File: config.mk
export PLATFORM = sky130hd
export DESIGN_NAME = if_prefetch_queue_flat
export DESIGN_NICKNAME = d
export VERILOG_FILES = /design/src/rtl/if_prefetch_queue_pkg.sv /design/src/rtl/if_prefetch_queue_if.sv /design/src/rtl/if_sync_fifo.sv /design/src/rtl/if_prefetch_queue.sv /design/src/flat_wrapper.sv
export SDC_FILE = /design/constraint.sdc
export NUM_CORES = 1
export LEC_CHECK = 0
export ABC_AREA = 1
export CAP_MARGIN = 10
export CORE_AREA = 5 5 193 195
export DETAILED_ROUTE_END_ITERATION = 12
export DIE_AREA = 0 0 198 200
export PLACE_DENSITY = 0.76
export SLEW_MARGIN = 20
export SYNTH_ARGS = -nofsm -noshare
export SYNTH_HDL_FRONTEND = slang
export SYNTH_SLANG_ARGS = --single-unit
File: constraint.sdc
create_clock -name clk -period 3.7 [get_ports clk]
set_input_delay 0.555 -clock clk [delete_from_list [all_inputs] [get_ports clk]]
set_output_delay 0.555 -clock clk [all_outputs]
set_load 0.005 [all_outputs]
File: src/rtl/if_prefetch_queue_pkg.sv
// Shared definitions for the prefetching instruction-fetch stage.
//   FS_TO_DS_BUS_W / FS_BUS_*  : layout of the IF->ID bus {adef, inst, pc}
//   RESET_PC_DEFAULT           : default first fetch address after reset
//   SRAM_SIZE_WORD / WSTRB     : constant encodings driven on the read-only SRAM port
//   tag_t                      : one in-flight request tag {stale, pc}
package if_prefetch_queue_pkg;

  localparam int unsigned FS_TO_DS_BUS_W  = 65;
  localparam int unsigned FS_BUS_PC_LSB   = 0;
  localparam int unsigned FS_BUS_INST_LSB = 32;
  localparam int unsigned FS_BUS_ADEF_BIT = 64;

  localparam logic [31:0] RESET_PC_DEFAULT = 32'h1C00_0000;

  localparam logic [1:0]  SRAM_SIZE_WORD  = 2'b10;
  localparam logic [3:0]  SRAM_WSTRB_NONE = 4'b0000;

  localparam int unsigned TAG_W         = 33;
  localparam int unsigned TAG_STALE_BIT = 32;

  typedef struct packed {
    logic        stale;
    logic [31:0] pc;
  } tag_t;

  function automatic logic [FS_TO_DS_BUS_W-1:0] pack_fs_bus(input logic        adef,
                                                             input logic [31:0] inst,
                                                             input logic [31:0] pc);
    logic [FS_TO_DS_BUS_W-1:0] b;
    b                            = '0;
    b[FS_BUS_PC_LSB +: 32]       = pc;
    b[FS_BUS_INST_LSB +: 32]     = inst;
    b[FS_BUS_ADEF_BIT]           = adef;
    return b;
  endfunction

endpackage

File: src/rtl/if_prefetch_queue_if.sv
// SRAM-like instruction bus (req/addr_ok/data_ok) between the fetch stage and memory.
//   master : fetch side, drives req/addr and the constant write fields
//   slave  : memory side, answers with addr_ok, data_ok and rdata
interface if_prefetch_queue_if;
  logic        req;
  logic [31:0] addr;
  logic        wr;
  logic [1:0]  size;
  logic [3:0]  wstrb;
  logic [31:0] wdata;
  logic        addr_ok;
  logic        data_ok;
  logic [31:0] rdata;

  modport master (
    output req, addr, wr, size, wstrb, wdata,
    input  addr_ok, data_ok, rdata
  );

  modport slave (
    input  req, addr, wr, size, wstrb, wdata,
    output addr_ok, data_ok, rdata
  );
endinterface

File: src/rtl/if_sync_fifo.sv
// Synchronous FIFO with flush and an optional mark-all bit.
//   push/push_data : write one entry (ignored during flush)
//   pop            : retire the head entry
//   flush          : empty the FIFO
//   mark_all       : set bit MARK_BIT of every stored entry and of an entry pushed this cycle
//   full/empty     : occupancy flags; count is the number of stored entries
//   head           : oldest entry
// Pointers carry one extra wrap bit so a full FIFO is distinguished from an empty one.
module if_sync_fifo #(
  parameter int unsigned WIDTH    = 32,
  parameter int unsigned DEPTH    = 4,
  parameter int unsigned MARK_BIT = 0
) (
  input  logic                   clk,
  input  logic                   reset,
  input  logic                   push,
  input  logic [WIDTH-1:0]       push_data,
  input  logic                   pop,
  input  logic                   flush,
  input  logic                   mark_all,
  output logic                   full,
  output logic                   empty,
  output logic [$clog2(DEPTH):0] count,
  output logic [WIDTH-1:0]       head
);

  localparam int unsigned PW = $clog2(DEPTH) + 1;
  localparam int unsigned IW = (DEPTH > 1) ? $clog2(DEPTH) : 1;
  localparam logic [WIDTH-1:0] MARK_MASK = WIDTH'(1) << MARK_BIT;

  logic [WIDTH-1:0] mem_q [DEPTH];
  logic [PW-1:0]    wr_ptr_q, wr_ptr_d;
  logic [PW-1:0]    rd_ptr_q, rd_ptr_d;
  logic [WIDTH-1:0] wdata;

  function automatic logic [IW-1:0] slot(input logic [PW-1:0] ptr);
    return (DEPTH > 1) ? ptr[IW-1:0] : '0;
  endfunction

  assign count = wr_ptr_q - rd_ptr_q;
  assign full  = (count == PW'(DEPTH));
  assign empty = (count == '0);
  assign head  = mem_q[slot(rd_ptr_q)];
  assign wdata = mark_all ? (push_data | MARK_MASK) : push_data;

  always_comb begin
    wr_ptr_d = wr_ptr_q;
    rd_ptr_d = rd_ptr_q;
    if (flush) begin
      wr_ptr_d = '0;
      rd_ptr_d = '0;
    end else begin
      if (push) wr_ptr_d = wr_ptr_q + PW'(1);
      if (pop)  rd_ptr_d = rd_ptr_q + PW'(1);
    end
  end

  always_ff @(posedge clk) begin
    if (reset) begin
      wr_ptr_q <= '0;
      rd_ptr_q <= '0;
      for (int unsigned i = 0; i < DEPTH; i++) mem_q[i] <= '0;
    end else begin
      wr_ptr_q <= wr_ptr_d;
      rd_ptr_q <= rd_ptr_d;
      if (mark_all) begin
        for (int unsigned i = 0; i < DEPTH; i++) mem_q[i] <= mem_q[i] | MARK_MASK;
      end
      // Later assignment wins, so a pushed entry gets its own (already marked) data.
      if (push && !flush) mem_q[slot(wr_ptr_q)] <= wdata;
    end
  end

endmodule

File: src/rtl/if_prefetch_queue.sv
// Pipelined instruction-fetch stage with a prefetch buffer.
//   clk, reset            : clock, synchronous active-high reset
//   redirect_valid/_pc    : flush everything and restart fetching at redirect_pc
//   fetch_stall           : block new requests only
//   inst_sram (master)    : SRAM-like req/addr_ok/data_ok instruction bus
//   ds_allow_in           : ID accepts the buffer head
//   fs_to_ds_valid/_bus   : buffer head, bus = {adef, inst, pc}
// Up to MAX_OUTSTANDING requests are in flight, each tagged with its pc in a tag FIFO.
// A redirect marks every tag stale instead of counting late responses, so any number
// of old data_ok beats is simply dropped when its stale tag reaches the head.
module if_prefetch_queue
  import if_prefetch_queue_pkg::*;
#(
  parameter int unsigned MAX_OUTSTANDING = 2,
  parameter int unsigned BUF_DEPTH       = 4,
  parameter logic [31:0] RESET_PC        = RESET_PC_DEFAULT
) (
  input  logic                      clk,
  input  logic                      reset,
  input  logic                      redirect_valid,
  input  logic [31:0]               redirect_pc,
  input  logic                      fetch_stall,
  if_prefetch_queue_if.master       inst_sram,
  input  logic                      ds_allow_in,
  output logic                      fs_to_ds_valid,
  output logic [FS_TO_DS_BUS_W-1:0] fs_to_ds_bus
);

  localparam int unsigned TW = $clog2(MAX_OUTSTANDING) + 1;
  localparam int unsigned BW = $clog2(BUF_DEPTH) + 1;

  logic [31:0]  pc_q, pc_d;
  logic         adef_hold_q, adef_hold_d;
  logic [TW-1:0] live_q, live_d;   // non-stale requests in flight

  logic          tag_push, tag_pop, tag_full, tag_empty;
  logic [TW-1:0] tag_count;
  logic [TAG_W-1:0] tag_head_raw;
  tag_t          tag_head;

  logic          buf_push, buf_pop, buf_full, buf_empty;
  logic [BW-1:0] buf_count;
  logic [FS_TO_DS_BUS_W-1:0] buf_push_data, buf_head;

  logic req, pc_aligned, occupancy_ok, live_pop, rsp_keep, adef_push;

  assign pc_aligned = (pc_q[1:0] == 2'b00);
  // Buffer slots are reserved for every live request so a response never finds it full.
  assign occupancy_ok = (32'(buf_count) + 32'(live_q)) < BUF_DEPTH;

  assign req = ~reset & ~redirect_valid & ~fetch_stall & ~adef_hold_q & pc_aligned
             & (32'(tag_count) < MAX_OUTSTANDING) & occupancy_ok;

  assign inst_sram.req   = req;
  assign inst_sram.addr  = pc_q;
  assign inst_sram.wr    = 1'b0;
  assign inst_sram.size  = SRAM_SIZE_WORD;
  assign inst_sram.wstrb = SRAM_WSTRB_NONE;
  assign inst_sram.wdata = '0;

  assign tag_push = req & inst_sram.addr_ok;
  assign tag_pop  = inst_sram.data_ok & ~tag_empty;
  assign tag_head = tag_t'(tag_head_raw);
  assign live_pop = tag_pop & ~tag_head.stale;
  assign rsp_keep = live_pop & ~redirect_valid;

  // Misaligned pc: wait for live responses to drain, then deliver one adef entry.
  assign adef_push = ~redirect_valid & ~pc_aligned & ~adef_hold_q & (live_q == '0) & ~buf_full;

  assign buf_push      = rsp_keep | adef_push;
  assign buf_push_data = adef_push ? pack_fs_bus(1'b1, '0, pc_q)
                                   : pack_fs_bus(1'b0, inst_sram.rdata, tag_head.pc);
  assign buf_pop       = ~buf_empty & ds_allow_in;

  assign fs_to_ds_valid = ~buf_empty;
  assign fs_to_ds_bus   = buf_head;

  if_sync_fifo #(
    .WIDTH    (TAG_W),
    .DEPTH    (MAX_OUTSTANDING),
    .MARK_BIT (TAG_STALE_BIT)
  ) u_tag_fifo (
    .clk       (clk),
    .reset     (reset),
    .push      (tag_push),
    .push_data ({1'b0, pc_q}),
    .pop       (tag_pop),
    .flush     (1'b0),
    .mark_all  (redirect_valid),
    .full      (tag_full),
    .empty     (tag_empty),
    .count     (tag_count),
    .head      (tag_head_raw)
  );

  if_sync_fifo #(
    .WIDTH    (FS_TO_DS_BUS_W),
    .DEPTH    (BUF_DEPTH),
    .MARK_BIT (0)
  ) u_fetch_buf (
    .clk       (clk),
    .reset     (reset),
    .push      (buf_push),
    .push_data (buf_push_data),
    .pop       (buf_pop),
    .flush     (redirect_valid),
    .mark_all  (1'b0),
    .full      (buf_full),
    .empty     (buf_empty),
    .count     (buf_count),
    .head      (buf_head)
  );

  always_comb begin
    pc_d        = pc_q;
    adef_hold_d = adef_hold_q;
    live_d      = live_q;
    if (redirect_valid) begin
      pc_d        = redirect_pc;
      adef_hold_d = 1'b0;
      live_d      = '0;
    end else begin
      if (tag_push)  pc_d        = pc_q + 32'd4;
      if (adef_push) adef_hold_d = 1'b1;
      live_d = live_q + TW'(tag_push) - TW'(live_pop);
    end
  end

  always_ff @(posedge clk) begin
    if (reset) begin
      pc_q        <= RESET_PC;
      adef_hold_q <= 1'b0;
      live_q      <= '0;
    end else begin
      pc_q        <= pc_d;
      adef_hold_q <= adef_hold_d;
      live_q      <= live_d;
    end
  end

  a_data_ok_has_tag: assert property (@(posedge clk) disable iff (reset)
    !(inst_sram.data_ok && tag_empty));
  a_tag_no_overflow: assert property (@(posedge clk) disable iff (reset)
    !(tag_push && tag_full));
  a_buf_no_overflow: assert property (@(posedge clk) disable iff (reset)
    !(buf_push && buf_full && !buf_pop));

endmodule

File: src/flat_wrapper.sv
// flat-port wrapper written by rule: the top's interface ports become plain ports
module if_prefetch_queue_flat import if_prefetch_queue_pkg::*;
#(
  parameter int unsigned MAX_OUTSTANDING = 2,
  parameter int unsigned BUF_DEPTH       = 4,
  parameter logic [31:0] RESET_PC        = RESET_PC_DEFAULT
)
  (clk, reset, redirect_valid, redirect_pc, fetch_stall, ds_allow_in, fs_to_ds_valid, fs_to_ds_bus, inst_sram_req, inst_sram_addr, inst_sram_wr, inst_sram_size, inst_sram_wstrb, inst_sram_wdata, inst_sram_addr_ok, inst_sram_data_ok, inst_sram_rdata);
  if_prefetch_queue_if inst_sram_i ();
  input  logic clk;
  input  logic reset;
  input  logic redirect_valid;
  input  logic [31:0] redirect_pc;
  input  logic fetch_stall;
  input  logic ds_allow_in;
  output logic fs_to_ds_valid;
  output logic [FS_TO_DS_BUS_W-1:0] fs_to_ds_bus;
  output wire logic [$bits(inst_sram_i.req)-1:0] inst_sram_req;
  output wire logic [$bits(inst_sram_i.addr)-1:0] inst_sram_addr;
  output wire logic [$bits(inst_sram_i.wr)-1:0] inst_sram_wr;
  output wire logic [$bits(inst_sram_i.size)-1:0] inst_sram_size;
  output wire logic [$bits(inst_sram_i.wstrb)-1:0] inst_sram_wstrb;
  output wire logic [$bits(inst_sram_i.wdata)-1:0] inst_sram_wdata;
  input wire logic [$bits(inst_sram_i.addr_ok)-1:0] inst_sram_addr_ok;
  input wire logic [$bits(inst_sram_i.data_ok)-1:0] inst_sram_data_ok;
  input wire logic [$bits(inst_sram_i.rdata)-1:0] inst_sram_rdata;
  assign inst_sram_req = inst_sram_i.req;
  assign inst_sram_addr = inst_sram_i.addr;
  assign inst_sram_wr = inst_sram_i.wr;
  assign inst_sram_size = inst_sram_i.size;
  assign inst_sram_wstrb = inst_sram_i.wstrb;
  assign inst_sram_wdata = inst_sram_i.wdata;
  assign inst_sram_i.addr_ok = inst_sram_addr_ok;
  assign inst_sram_i.data_ok = inst_sram_data_ok;
  assign inst_sram_i.rdata = inst_sram_rdata;
  if_prefetch_queue #(.MAX_OUTSTANDING(MAX_OUTSTANDING), .BUF_DEPTH(BUF_DEPTH), .RESET_PC(RESET_PC)) u_core (.clk(clk), .reset(reset), .redirect_valid(redirect_valid), .redirect_pc(redirect_pc), .fetch_stall(fetch_stall), .inst_sram(inst_sram_i), .ds_allow_in(ds_allow_in), .fs_to_ds_valid(fs_to_ds_valid), .fs_to_ds_bus(fs_to_ds_bus));
endmodule
==> impl_metrics.toml <==
[place]
routabilityCongestion = 0.837
portBuffers = 169
place_ws_ns = 0.270
post-dp-hpwl_mm = 29.6
post-place-cells = 2471

[flow_run]
drv_cap = 0

[drt]
dr_total_vias = 13900
drt-total-wl_mm = 46.6
drc = 0
detail-route-antenna-nets = 0
avgRoutedWirePerCell_um = 18.3
drtIter0Drc = 1202
via_per_inst = 5.46
firstDrtPassIters = 6

[timing]
skew_ns = 0.0115
fmax_mhz = 296
period_minus_slack_ns = 3.38
final.setup.worst_slack_ns = 0.318
slew_headroom_pct = 43.3
slew_viol_final = 0
period_share_pct = 91.4
finalHoldViolations = 0
tightest_slew_ns = 0.851
finalSetupViolCount = 0
setup_tns_ns = 0
rsz0062_at_grt = "no"

[floorplanning]
die_y_um = 200
fp.dieArea_um2 = 39600
die_w_um = 198
rows = 69
core_um2 = 35200
start_util_pct = 50.2
num_io_pins = 209

[setup_path]
cp-endpoint = "fs_to_ds_bus[49]"
crit_chain = "inv_1 -> buf_4 -> buf_4 -> o21ai_0 -> o22ai_1 -> clkdlybuf4s50_1"
max_stage_delay_ns = 0.56
worstPathMaxFanout = 34
critical_path_arrival_ns = 2.83
crit_type = "reg -> out"
r2r_cells = 13
path_depth = 6
reg2reg_to = "u_core.u_tag_fifo.mem_q[1][26]"
cpLargestDelayFamily = "buffers and inverters"
startpoint_type = "flop"
worstPathBufferInverterCount = 4
reg2reg_slack_ns = 0.74
r2r-start = "u_core.u_fetch_buf.wr_ptr_q[0]"
crit_required_ns = 3.14
endpoint_kind = "primary output"
crit_path_frequent_cell = "buf_4"
crit_slowest_cell = "dfxtp_2"

[clocking]
path_clk_slew_ns = 0.06
cts.sinks = 374
cts_tree = "built"
clock_latency_ns = 0.52
clockBufferDepth = 3
root_buffer = "clkbuf_16"
ctsHtreeMaxLevel = 2
cts_buffers = 39

[final_layout]
fill_cells = 2949
final_common_cell = "nor2_1"
seqCellArea_um2 = 10800
antenna_cells = 0
stdcell_count = 2543
layout_common_cells = "nor2_1 (492), nand2_1 (361), edfxtp_1 (326)"
final_util_pct = 59.5
multi_input_area_um2 = 5880
area_delta_synth_final_pct = 18.6
drive_above_1_share_pct = 6.63
final_nets = 2132

[global_route]
gr-usage-all-layers_pct = 23.1
grt-ovfl-total = 0
grt_pass1_wl_mm = 73.0
antenna_found_initial = 0
grt_max_degree = 87
grt_pass1_vias = 13800

[synth]
synth.ff_latch_count = 374
synthMuxAreaShare_pct = 0
yosys.area_share.simple_pct = 22.8
yosys_warnings = 0
avgSynthCellArea_um2 = 9.26
synth_compound_area_share_pct = 8.23
ys_seq_area_share_pct = 60.8
syn_inst = 1910
synth_top_family_by_area = "simple AND/OR/NAND/NOR gates"
syn-cell-area_um2 = 17700
synth_xor_area_share_pct = 0.396
synth_fa_ha_area_share_pct = 0.679
synth_cell_types = 36

[power]
p_total_w = 0.0104
pwr_density_cell_nw_per_um2 = 495
p_leak_nw = 8.29
ir_drop_v = 0.000327

[worst_hold_path]
min_from = "u_core.adef_hold_q"
min_path_type = "reg -> reg"

[status]
status = "finished, final reports clean"
-- power breakdown --
part           internal (W)  total [W]  switching (W)
Sequential          0.00484    0.00498       0.000142
Combinational      0.000648    0.00160       0.000947
Clock               0.00223    0.00379        0.00156
-- worst min path at each step --
stage	to	slack, ns	cells after the start
finish	u_core.adef_hold_q	0.52	2
global placement	u_core.u_fetch_buf.rd_ptr_q[0]	0.49	1
detailed placement	flop	0.50	1
CTS	flop	0.52	1
floorplan	flop	0.46	1
global route	u_core.u_fetch_buf.wr_ptr_q[0]	0.55	1
-- flip-flops by register name, indices dropped and copies added (netlist names), named ones only --
register and flops:
u_core.inst_sram.addr 32, u_core.u_fetch_buf.wr_ptr_q 3, u_core.adef_hold_q 1, u_core.u_tag_fifo.wr_ptr_q 2, u_core.live_q 2, u_core.u_tag_fifo.mem_q 66, u_core.u_fetch_buf.mem_q 260, u_core.u_fetch_buf.rd_ptr_q 3
u_core.u_tag_fifo.rd_ptr_q 2
-- per-stage QoR --
stage | hold slack [ns] | cell area (um^2)
2_1_floorplan | 0.462 | 17800
3_3_place_gp | 0.485 | 19700
3_5_place_dp | 0.501 | 19700
4_1_cts | 0.519 | 21000
5_1_grt | 0.551 | 21000
6_report | 0.516 | 21000
-- logic make-up after synthesis --
kind of cell    after synthesis
compound gates              261
other cells                   2
simple gates               1004
flops                       374
fa+ha+maj                     9
buf+inv                     252
xor+xnor                      8
-- final cells by class --
type | instances | area share [%]
Sequential cell | 374 | 51.3
Clock buffer | 50 | 5.05
Tap cell | 461 | 2.75
Inverter | 99 | 1.80
Timing Repair Buffer | 213 | 10.2
Multi-Input combinational cell | 1325 | 28.0
Clock inverter | 21 | 0.871
-- per-layer routing --
layer | vias up | track usage, % | share of wire [%]
met4 | 0 | 6.71 | 2.6
li1 | 6608 | - | -
met5 | - | 0 | 0
met2 | 614 | 38.9 | 49
met1 | 6592 | 31.5 | 41
met3 | 78 | 3.41 | 7.8
-- Yosys cell counts --
cell type  instances  share of area (%)
nand2_1          365                7.7
fa_1               1               0.11
nor2_1           493                 10
nand4_2            4               0.28
nor2_2             1              0.035
inv_2              1              0.021
a21boi_0           1              0.042
o22ai_1           65                2.3
a21oi_1           26               0.74
o211ai_1           2              0.085
nor4_4             1               0.12
nand3_1          122                3.5
nand3_2            1              0.057
edfxtp_1         326                 55
nand2_2            4               0.14
xnor2_1            1              0.050
o21ai_2           14               0.69
dfxtp_1           48                5.4
nand4_1            7               0.25
nor3_1             1              0.028
ha_1               8               0.57
a22o_1             2              0.099
clkinv_2           1              0.028
o21ai_0          151                4.3
buf_1              7               0.15
buf_2             21               0.59
nand2_4            1              0.064
or2_2              1              0.035
inv_1             97                2.1
and3_1             1              0.035
xor2_1             7               0.35
buf_6             15               0.96
conb_1             2              0.042
nand3b_1           2              0.085
buf_4             42                1.8
clkbuf_1          68                1.4
-- worst register-to-register path, cell delays in order (launching register included) --
cell and delay, ns:
dfxtp_4 0.40, inv_4 0.07, ha_1 0.19, inv_1 0.06, fa_1 0.45, ha_1 0.29, nand3_1 0.11, nand3_1 0.12
nor2_4 0.17, nand3_2 0.11, nor2_2 0.23, nand2_2 0.09, nand2_1 0.12, buf_12 0.23
-- repair_timing --
| action | 4_1_cts | 5_1_grt |
|---|---|---|
| hold buffers | 0 | 0 |
| resized for setup | 5 | 3 |
| pin swaps | 0 | 1 |
| setup buffers | 0 | 1 |
| setup endpoints to repair | 1 | 1 |
Power figures use the tool's default switching activity.
